===== src/rtl/noc_pkg.sv =====
// rtl/noc_pkg.sv - shared packet format and arbiter state encoding for the NoC router slice
package noc_pkg;

  localparam int DEST_W = 4;
  localparam int DATA_W = 7;
  localparam int PKT_W  = DEST_W + DATA_W;

  typedef struct packed {
    logic [DEST_W-1:0] dest;
    logic [DATA_W-1:0] data;
  } pkt_t;

  typedef enum logic [1:0] {
    ARB_IDLE = 2'd0,
    ARB_REQ  = 2'd1,
    ARB_REL  = 2'd2
  } arb_state_t;

endpackage


===== src/rtl/ack_sync.sv =====
// rtl/ack_sync.sv - multi-flop synchronizer bringing the link ack into the clk domain
module ack_sync #(
  parameter int STAGES = 2
) (
  input  logic clk,
  input  logic rst_n,
  input  logic ack_async,
  output logic ack_s
);

  logic [STAGES-1:0] sync_ff;

  always_ff @(posedge clk or negedge rst_n) begin
    if (!rst_n) begin
      sync_ff <= '0;
    end else begin
      sync_ff <= {sync_ff[STAGES-2:0], ack_async};
    end
  end

  assign ack_s = sync_ff[STAGES-1];

endmodule


===== src/rtl/output_port_arbiter.sv =====
// rtl/output_port_arbiter.sv - round-robin arbiter sharing one output link, 4-phase req/ack transfer
module output_port_arbiter #(
  parameter int NUM_REQ     = 5,
  parameter int PKT_W       = noc_pkg::PKT_W,
  parameter int SYNC_STAGES = 2
) (
  input  logic                     clk,
  input  logic                     rst_n,
  input  logic [NUM_REQ-1:0]       in_valid,
  input  logic [NUM_REQ*PKT_W-1:0] in_pkt,
  output logic [NUM_REQ-1:0]       in_ready,
  output logic                     out_req,
  output logic [PKT_W-1:0]         out_data,
  input  logic                     out_ack,
  output logic [2:0]               grant_id,
  output logic                     busy
);
  import noc_pkg::*;

  arb_state_t state;
  arb_state_t state_next;
  logic [2:0] rr_ptr;
  logic [2:0] winner;
  logic       ack_s;
  logic       accept;

  // First valid requester at or after ptr, wrapping around NUM_REQ.
  function automatic logic [2:0] rr_pick(input logic [NUM_REQ-1:0] valid,
                                         input logic [2:0] ptr);
    logic [2:0] idx;
    logic       found;
    rr_pick = ptr;
    found   = 1'b0;
    for (int k = 0; k < NUM_REQ; k++) begin
      idx = 3'((int'(ptr) + k) % NUM_REQ);
      if (!found && valid[idx]) begin
        rr_pick = idx;
        found   = 1'b1;
      end
    end
  endfunction

  ack_sync #(
    .STAGES(SYNC_STAGES)
  ) u_ack_sync (
    .clk      (clk),
    .rst_n    (rst_n),
    .ack_async(out_ack),
    .ack_s    (ack_s)
  );

  always_comb begin
    winner     = rr_pick(in_valid, rr_ptr);
    accept     = (state == ARB_IDLE) && (|in_valid) && !ack_s;
    in_ready   = '0;
    state_next = state;
    if (accept) begin
      in_ready[winner] = 1'b1;
    end
    case (state)
      ARB_IDLE: if (accept) state_next = ARB_REQ;
      ARB_REQ:  if (ack_s)  state_next = ARB_REL;
      ARB_REL:  if (!ack_s) state_next = ARB_IDLE;
      default:  state_next = ARB_IDLE;
    endcase
  end

  always_ff @(posedge clk or negedge rst_n) begin
    if (!rst_n) begin
      state    <= ARB_IDLE;
      out_req  <= 1'b0;
      out_data <= '0;
      grant_id <= '0;
      rr_ptr   <= '0;
    end else begin
      state   <= state_next;
      out_req <= (state_next == ARB_REQ);
      // out_data only changes on acceptance, so it stays stable through the whole handshake
      if (accept) begin
        out_data <= in_pkt[int'(winner)*PKT_W +: PKT_W];
        grant_id <= winner;
        rr_ptr   <= (winner == 3'(NUM_REQ-1)) ? 3'd0 : winner + 3'd1;
      end
    end
  end

  assign busy = (state != ARB_IDLE);

endmodule


===== config.mk =====
export PLATFORM = sky130hd
export DESIGN_NAME = output_port_arbiter
export DESIGN_NICKNAME = d
export VERILOG_FILES = /design/src/rtl/noc_pkg.sv /design/src/rtl/ack_sync.sv /design/src/rtl/output_port_arbiter.sv
export SDC_FILE = /design/constraint.sdc
export NUM_CORES = 1
export LEC_CHECK = 0
export BUFFER_PORTS_ARGS = -buffer_cell sky130_fd_sc_hd__buf_2
export CAP_MARGIN = 5
export CORE_MARGIN = 2
export CORE_UTILIZATION = 50
export DETAILED_ROUTE_END_ITERATION = 8
export PLACE_DENSITY_LB_ADDON = 0.12
export SLEW_MARGIN = 40
export SYNTH_ARGS = -nofsm -noshare
export SYNTH_HDL_FRONTEND = slang
export SYNTH_SLANG_ARGS = --single-unit
export TNS_END_PERCENT = 1

===== constraint.sdc =====
create_clock -name clk -period 5.3 [get_ports clk]
set_clock_uncertainty 0.15 [all_clocks]
set_input_delay 0.265 -clock clk [delete_from_list [all_inputs] [get_ports clk]]
set_output_delay 0.265 -clock clk [all_outputs]
set_load 0.01 [all_outputs]

==> metrics.txt, run 1 <==
outcome complete, no violations; Buffers on Ports 83; Worst-Margin Slew 0.802 ns; Tightest Hold Check Type in -> reg; Setup WS post-layout 0.156 ns; Post-Syn Nets 479; row count 29; CP max FO 14; final instance area around 4100 um^2; Vert. Die Dim between 80 and 90 um; clk sinks 22; kind of end point of the critical path output port; post-place setup slack -0.0311 ns; initial detailed-routing violation count 306; fin. max-slew vios 0; Final Hold Fails 0; Crit Path Class reg -> out; # nets final 571; GP Congestion slightly above 0.9; Yosys cell types 76; post-synthesis sequential area ratio 0.168; maximum buffer depth of the clock tree 2; hold slack 0.0879 ns; number of antenna violations at the first check in global routing 0; Worst-Skew Late Latency 0.28 ns; HPWL Detailed 7.18 mm; total clock buffers created by CTS 3; startpoint type of the worst setup path flop; Tcrit/Tclk final 0.971; vias 3584; largest net degree at the start of global routing 33; Diodes inserted 0; CTS root buffer clkbuf_8; Main synth FF type dfrtp_1; Post-route DRC 0; clk slew on worst S/H paths 0.10 ns; Netlist Area Pre-Place between 3000 and 4000 um^2; Post-synth EDFFs 0; crit path DAT 4.73 ns; vias in the first global route 3462; Fmax 0.194 GHz; core area 6350 um^2; I/O pin total 84; Synth Register Bits 22; Warnings, synthesis 0; Max Cap Viol 0; Min Clock Period, post-route 5.14 ns; DR pass1 iterations 6; routed wire length 10.1 mm; FFs w/ async S/R, synth 1.00; grt total ovfl 0; layout cells sized above 1 0.347; Initial Util 0.517; Worst Path Required 4.89 ns; Overall Global Routing Usage 0.271; htree depth 1; first-pass GRT wire length 16.3 mm; mean routed wirelength per cell 18.1 um; area delta synth->final 25.8%; die width 85 um; Routed Antenna Nets 0; Cells after Synth 393; mean post-synth cell area 8.35 um^2; Finish-stage setup viols 0; CTS tree done; post-DR vias/cell 6.39; Placed Area 3780 um^2; max_slew headroom 0.465; Die Area 7230 um^2
path summary, 6_finish.rpt:
| kind | start | to | slack (ns) | cells after the start |
|---|---|---|---|---|
| max | rr_ptr[1] | in_ready[1] | 0.16 | 17 |
| min | in_pkt[47] | out_data[3] | 0.09 | 3 |
| max reg2reg | rr_ptr[1] | rr_ptr[0] | 0.40 | 19 |
| min reg2reg | u_ack_sync.sync_ff[0] | u_ack_sync.sync_ff[1] | 0.21 | 0 |
| max in group asynchronous | rst_n | out_data[9] | 4.27 | 2 |
| min in group asynchronous | rst_n | out_data[0] | 0.35 | 2 |
stage by stage:
| stage | TNS (ns) | util | std cells |
|---|---|---|---|
| global placement | 0 | 0.596 | 542 |
| CTS | 0 | 0.617 | 548 |
| detailed placement | -0.168 | 0.596 | 542 |
| floorplan | 0 | - | 393 |
| finish | 0 | 0.650 | 561 |
| global route | -0.0711 | 0.650 | 561 |
critical path, stage by stage (launching register included):
cell and delay, ns:
dfrtp_1 0.39, inv_2 0.06, buf_4 0.18, ha_1 0.41, o21a_1 0.26, a21oi_1 0.16, xnor2_1 0.11, ha_1 0.22
or4_4 0.55, a221oi_2 0.32, o21ba_2 0.25, nor4_4 0.41, a221oi_4 0.12, o211a_4 0.32, nor2_8 0.15, buf_12 0.16
and3_1 0.20, buf_2 0.14
layer usage:
| layer | global-route usage | part of all wire | vias to the layer above |
|---|---|---|---|
| met5 | 0 | 0 | - |
| met3 | 0.0311 | 0.041 | 17 |
| met1 | 0.351 | 0.44 | 1748 |
| li1 | - | - | 1702 |
| met4 | 0.114 | 0.022 | 0 |
| met2 | 0.457 | 0.49 | 117 |
timing repair:
action,CTS,global route
endpoints found under the setup margin,13,7
resized for setup,8,23
cloned,0,1
hold buffers,2,0
buffers inserted,0,12
hold endpoints to repair,23,0
pin swaps,0,8
synth_stat cells, types with 2 or more instances:
master    count  area [um^2]
a31oi_1       5         31.3
nor3_1       19         95.1
a32oi_1      11         96.3
inv_1        14         52.6
and3_1       10         62.6
o21ai_0      20          100
o21a_1        3         22.5
xor2_1        2         17.5
o221ai_1      5         43.8
and2_1        8         50.1
clkbuf_1     10         37.5
nor2b_1       4         25.0
a211o_1      10         87.6
a21oi_1      13         65.1
buf_4         4         30.0
nand2b_1      4         25.0
a32o_1        3         30.0
nand2_1      21         78.8
a221oi_2      3         45.0
mux2i_1      23          230
mux4_2        3         67.6
a22o_1        2         17.5
o211a_1       4         40.0
or4_1         3         22.5
a211oi_1      4         30.0
buf_2         7         35.0
xnor2_1       5         43.8
a21oi_2       3         26.3
inv_2         4         15.0
ha_1         23          288
o31ai_1       3         22.5
a21o_1        2         15.0
a21boi_0      5         37.5
buf_6         2         22.5
or2_2         4         25.0
a22oi_1       2         15.0
o211ai_1     22          165
nor2_1       27          101
nand3_1      11         55.1
dfrtp_1      22          551
or3_1         3         18.8
nor2_2        3         18.8
nand4_1       4         25.0
final cells by class:
cell class | instances | area (um^2)
Multi-Input combinational cell | 329 | 2700
Fill cell | 566 | 2220
Timing Repair Buffer | 111 | 643
Sequential cell | 22 | 551
Tap cell | 77 | 96.3
Inverter | 18 | 67.6
Clock buffer | 3 | 41.3
Clock inverter | 1 | 30.0
flip-flops by register name (all words and copies together), names as in the netlist:
register and flops:
state 2, out_data 11, out_req 1, rr_ptr 3, u_ack_sync.sync_ff 2, grant_id 3
kinds of logic (layout without fill, tap and decap cells):
kind of cell | Yosys count | count (layout) | synth area share
simple gates | 131 | 132 | 0.225
mux | 28 | 28 | 0.0988
flops | 22 | 22 | 0.168
fa+ha+maj | 23 | 23 | 0.0877
buf+inv | 43 | 133 | 0.0645
xor+xnor | 8 | 8 | 0.0236
compound gates | 138 | 138 | 0.333
cell usage in the layout (no fill, tap or decap), drive strengths merged, types with 4 or more instances in the layout:
master,n
a211o,10
a211oi,4
a21boi,7
a21oi,16
a31oi,5
a32oi,11
and2,8
and3,10
buf,109
dfrtp,22
ha,23
inv,18
mux2i,23
nand2,21
nand2b,5
nand3,12
nand4,4
nor2,31
nor2b,4
nor3,21
o211a,5
o211ai,23
o21ai,20
o221ai,6
or2,4
or4,4
xnor2,5
Power of run 1 is left out: the tool's default activity adds up to more than one toggle a clock period on the data nets, which glitch-free logic cannot reach.
==> inputs of run 2 (changes only) <==
--- a/config.mk
+++ b/config.mk
@@ -8,7 +8,7 @@
 export BUFFER_PORTS_ARGS = -buffer_cell sky130_fd_sc_hd__buf_2
 export CAP_MARGIN = 5
 export CORE_MARGIN = 2
-export CORE_UTILIZATION = 50
+export CORE_UTILIZATION = 55
 export DETAILED_ROUTE_END_ITERATION = 8
 export PLACE_DENSITY_LB_ADDON = 0.12
 export SLEW_MARGIN = 40
==> constraint.sdc (replaced) <==
create_clock -name clk -period 5.4 [get_ports clk]
set_clock_uncertainty 0.15 [all_clocks]
set_input_delay 0.27 -clock clk [delete_from_list [all_inputs] [get_ports clk]]
set_output_delay 0.27 -clock clk [all_outputs]
set_load 0.01 [all_outputs]
==> metrics.txt, run 2 (synthesis gave the netlist of run 1 again) <==
Overall Global Routing Usage 0.287; kind of end point of the critical path output port; max_slew headroom 0.454; largest net degree at the start of global routing 33; grt total ovfl 0; Worst-Margin Slew between 0.8 and 0.9 ns; CTS tree done; Min Clock Period, post-route 5.06 ns; first-pass GRT wire length 14.9 mm; Fmax 0.198 GHz; GP Congestion 0.922; Initial Util 0.561; fillers 522; crit path DAT between 4 and 5 ns; most frequent cells in the layout 83 x buf_2, 27 x nor2_1, 23 x mux2i_1; Final Hold Fails 0; htree depth 1; initial detailed-routing violation count slightly above 200; clk sinks 22; Setup TNS 0 ns; total clock buffers created by CTS 3; Tightest Hold Check Type in -> reg; WHS Path Cells 3; routed wire length just over 9 mm; CP max FO 9; mean routed wirelength per cell roughly 17 um; Largest Register out_data; Worst Path Required 4.98 ns; Worst-Skew Late Latency roughly 0.27 ns; Buffers on Ports a little over 80; critical path's largest stage delay 0.42 ns; CP delay by family, top simple AND/OR/NAND/NOR gates; multi-input logic area 2590 um^2; sequential cell area 554 um^2; number of antenna violations at the first check in global routing 0; Routed Antenna Nets 0; Tcrit/Tclk final 0.936; fin. max-slew vios 0; row count 28; Vert. Die Dim 81.2 um; # nets final approximately 560; vias in the first global route 3315; reg2reg path depth 23; DR pass1 iterations 5; vias 3498; Post-route DRC 0; Finish-stage setup viols 0; leading cell type in the layout, fill and taps excluded buf_2; post-DR vias/cell 6.37; Crit path depth 21; CP max-delay cell dfrtp_1; worst-path cell chain inv_2, ha_4, inv_2, ha_4, inv_1, ha_1, or3_1, a21oi_1, or2_2, ha_1, nand2b_1, a22oi_4, nor2_1, a22o_1, nor3b_2, nand3_2, buf_4, o211a_1, a211o_4, nor3_1, buf_2; outcome complete, no violations; startpoint type of the worst setup path flop; maximum buffer depth of the clock tree 2; largest registers out_data (11), grant_id (3), rr_ptr (3); Crit Path Class reg -> out; die width 81.2 um; WP buf/inv 5; Die Area 6600 um^2; clk slew on worst S/H paths 0.09 ns; Max Cap Viol 0; HPWL Detailed ~7 mm; Diodes inserted 0; CTS root buffer clkbuf_8; RSZ-0062 raised after global routing no; core area 5850 um^2; layout cells sized above 1 0.316; flip-flop count of the largest register after layout 11; I/O pin total 84; area delta synth->final 19.5%
-- run 2: cell count changes in the layout (fill, tap and decap cells not counted), moves of 2 or more --
| cell | before | now |
|---|---|---|
| a221oi_4 | 2 | 0 |
| ha_1 | 19 | 21 |
| a22o_1 | 0 | 2 |
| a221oi_2 | 1 | 3 |
| buf_4 | 25 | 18 |
-- run 2: final timing paths --
kind                                       startpoint                     to  slack (ns)
max in group asynchronous                       rst_n              rr_ptr[2]        4.35
worst max-delay path                        rr_ptr[0]            in_ready[2]        0.34
min in group asynchronous                       rst_n              rr_ptr[2]        0.35
worst min register to register  u_ack_sync.sync_ff[0]  u_ack_sync.sync_ff[1]        0.21
worst max register to register              rr_ptr[0]              rr_ptr[2]        0.47
worst min-delay path                       in_pkt[47]            out_data[3]        0.11
-- run 2: timing repair --
item	CTS	global route
pin swaps	0	3
hold buffers	2	0
setup endpoints to repair	4	6
hold endpoints to repair	23	0
setup buffers	0	3
resized for setup	1	10
-- run 2: routing by layer --
| layer | share of wire | up-vias | track usage | wire length, um |
|---|---|---|---|---|
| met5 | 0 | - | 0 | 0 |
| li1 | - | 1687 | - | - |
| met2 | 0.50 | 130 | 0.511 | 4640 |
| met3 | 0.052 | 16 | 0.0333 | 485 |
| met1 | 0.43 | 1665 | 0.370 | 4030 |
| met4 | 0.014 | 0 | 0.0661 | 128 |
-- run 2: cell type report --
type / instances / share of cell area
well taps: 75 / 0.0239
multi-input cells: 328 / 0.661
repair buffers: 103 / 0.146
inverters: 18 / 0.0172
clock buffers: 3 / 0.0105
flip-flops and latches: 22 / 0.141
-- run 2: stage by stage --
step	hold slack (ns)	instance area, um^2	setup WS [ns]	instances	util
detailed placement	0.134	3790	0.201	541	0.647
floorplan	-0.176	3300	0.0574	393	-
finish	0.113	3920	0.344	549	0.670
CTS	0.112	3850	0.127	546	0.658
global route	0.120	3920	0.0116	549	0.670
global placement	0.121	3790	0.379	541	0.647
-- run 2: worst min-delay path, stage by stage --
cell and delay (ns):
buf_2 0.07, a32oi_1 0.08, o211ai_1 0.08
Power of run 2 is left out for the same reason.
==> inputs of run 3 (changes only) <==
--- a/config.mk
+++ b/config.mk
@@ -5,14 +5,17 @@
 export SDC_FILE = /design/constraint.sdc
 export NUM_CORES = 1
 export LEC_CHECK = 0
+export ABC_CLOCK_PERIOD_IN_PS = 5400
 export BUFFER_PORTS_ARGS = -buffer_cell sky130_fd_sc_hd__buf_2
 export CAP_MARGIN = 5
 export CORE_MARGIN = 2
-export CORE_UTILIZATION = 55
+export CORE_UTILIZATION = 54
 export DETAILED_ROUTE_END_ITERATION = 8
 export PLACE_DENSITY_LB_ADDON = 0.12
+export RECOVER_POWER = 50
 export SLEW_MARGIN = 40
 export SYNTH_ARGS = -nofsm -noshare
 export SYNTH_HDL_FRONTEND = slang
+export SYNTH_HIERARCHICAL = 1
 export SYNTH_SLANG_ARGS = --single-unit
 export TNS_END_PERCENT = 1
==> metrics.txt, run 3 <==
CTS tree done; Worst R2R Start rr_ptr[0]; Worst Hold Path EP out_data[4]; kind of end point of the critical path output port; Buffers on Ports 83; I/O pin total 84; Max Cap Viol 0; layout cells sized above 1 0.369; post-synth top area share 0.175; vias in the first global route 3301; Setup WS post-layout -0.159 ns; Setup TNS -0.992 ns; Crit Path Class reg -> out; HPWL Detailed between 7 and 8 mm; htree depth 1; Final Hold Fails 0; area delta synth->final 32.3%; startpoint type of the worst setup path flop; core area around 5600 um^2; Routed Antenna Nets 0; RSZ-0062 raised after global routing yes; outcome finished with violations; r2r setup slk -0.13 ns; post-synthesis sequential area ratio 0.175; clk slew on worst S/H paths 0.08 ns; crit path DAT 5.14 ns; worst hold path startpoint in_pkt[48]; area leader, netlist dfrtp_1; final instance area between 4000 and 5000 um^2; mean post-synth cell area just over 8 um^2; Overall Global Routing Usage 0.289; most frequent cell after synthesis mux2i_1; Largest Register out_data; GP Congestion 0.916; total clock buffers created by CTS 3; largest registers out_data (11), grant_id (3), rr_ptr (3); Vert. Die Dim 80.3 um; Yosys cell types a little under 80; Initial Util 0.564; Post-synth EDFFs 0; leading cell type in the layout, fill and taps excluded buf_2; hold slack about 0.075 ns; Warnings, synthesis 6; Fmax around 0.18 GHz; flip-flop count of the largest register after layout 11; FFs w/ async S/R, synth 1.00; Die Area 6440 um^2; CP max FO 7; Worst Path Required ~5 ns; largest net degree at the start of global routing 40; Tcrit/Tclk final 1.03; CTS root buffer clkbuf_8; post-DR vias/cell 6.22; Post-synth top cells 36 x mux2i_1, 23 x ha_1, 22 x dfrtp_1, 19 x nand2_1, 18 x a21oi_1; r2r endpoint out_data[0]; Post-Syn Nets 468; top cells by area, synth dfrtp_1 18%, mux2i_1 11%, ha_1 9.2%; maximum buffer depth of the clock tree 2; Cells after Synth 382; reg2reg path depth 28; WHS Path Cells 2; Tightest Hold Check Type in -> reg; Crit. Startpoint rr_ptr[0]; Finish-stage setup viols 15; post-place setup slack -0.0576 ns; Worst-Skew Late Latency 0.27 ns; clk sinks 22; failing checks setup timing; routed wire length ~9.5 mm; Main synth FF type dfrtp_1; initial detailed-routing violation count 282; # nets final roughly 580; fin. max-slew vios 0; grt total ovfl 0; row count 27; max_slew headroom 0.179; most frequent cells in the layout 81 x buf_2, 43 x buf_4, 33 x mux2i_1; Netlist Area Pre-Place 3140 um^2; Post-route DRC 0; Min Clock Period, post-route approximately 5.6 ns; number of antenna violations at the first check in global routing 0; Worst-Margin Slew 1.23 ns; Diodes inserted 0; Placed Area slightly below 4000 um^2; mean routed wirelength per cell 16.9 um; first-pass GRT wire length 15.1 mm; DR pass1 iterations 6; vias between 3000 and 4000; die width 80.3 um; Synth Register Bits 22
==> run 3: cell types whose count changed after synthesis, sizes merged, moves of 6 or more <==
cell | before | now
o211ai | 23 | 7
mux2i | 23 | 36
nor2 | 31 | 18
o22ai | 1 | 12
a32oi | 11 | 1
a221o | 1 | 10
a211o | 10 | 2
nor3 | 21 | 14
a21boi | 7 | 1
==> run 3: metal layers <==
layer | share of wire | global-route usage
met1 | 0.42 | 0.374
met2 | 0.51 | 0.516
met3 | 0.057 | 0.0236
met4 | 0.014 | 0.0763
met5 | 0 | 0
==> run 3: cells by family (layout without fill, tap and decap cells) <==
logic type,Yosys count,after routing,synth area share
buf+inv,47,158,0.0677
flops,22,22,0.175
mux,39,39,0.127
fa+ha+maj,23,23,0.0916
compound gates,127,127,0.310
xor+xnor,7,7,0.0195
simple gates,117,117,0.209
==> run 3: final cells by class <==
cell class,count,area [um^2]
well taps,72,90.1
clock buffers,3,41.3
flip-flops and latches,22,552
multi-input cells,313,2530
inverters,21,98.8
repair buffers,134,840
fillers,411,1420
==> run 3: worst max-delay path, stage by stage, from the launching register on <==
cell     delay [ns]
dfrtp_2        0.45
inv_8          0.06
ha_4           0.13
inv_4          0.04
ha_4           0.27
inv_4          0.04
ha_4           0.15
or3_4          0.36
and3_4         0.18
or2_4          0.25
ha_4           0.16
or4_4          0.42
and3_4         0.17
or3_1          0.30
a41o_1         0.24
o211a_1        0.22
or3_4          0.40
o21ai_4        0.17
buf_6          0.13
a22oi_2        0.10
buf_4          0.18
inv_2          0.06
and3_4         0.24
buf_6          0.11
==> run 3: repair_timing <==
item	4_1_cts	5_1_grt
pin swaps	11	14
setup buffers	10	8
gates resized for setup	10	11
hold buffers	2	0
endpoints found under the hold margin	23	0
setup endpoints to repair	16	19
==> run 3: worst max path at each step <==
stage,cells past startpoint,slack (ns),end
after global placement,21,0.03,in_ready[4]
after floorplan,26,-0.38,rr_ptr[2]
after CTS,23,-0.18,in_ready[1]
after detailed placement,23,-0.06,rr_ptr[2]
final,23,-0.16,in_ready[4]
after global routing,28,-0.37,out_data[0]
==> run 3: metrics by stage <==
step | cells | utilization
floorplan | 382 | -
global placement | 542 | 0.696
detailed placement | 542 | 0.696
CTS | 557 | 0.727
global route | 565 | 0.745
finish | 565 | 0.745
Power of run 3 is left out for the same reason.
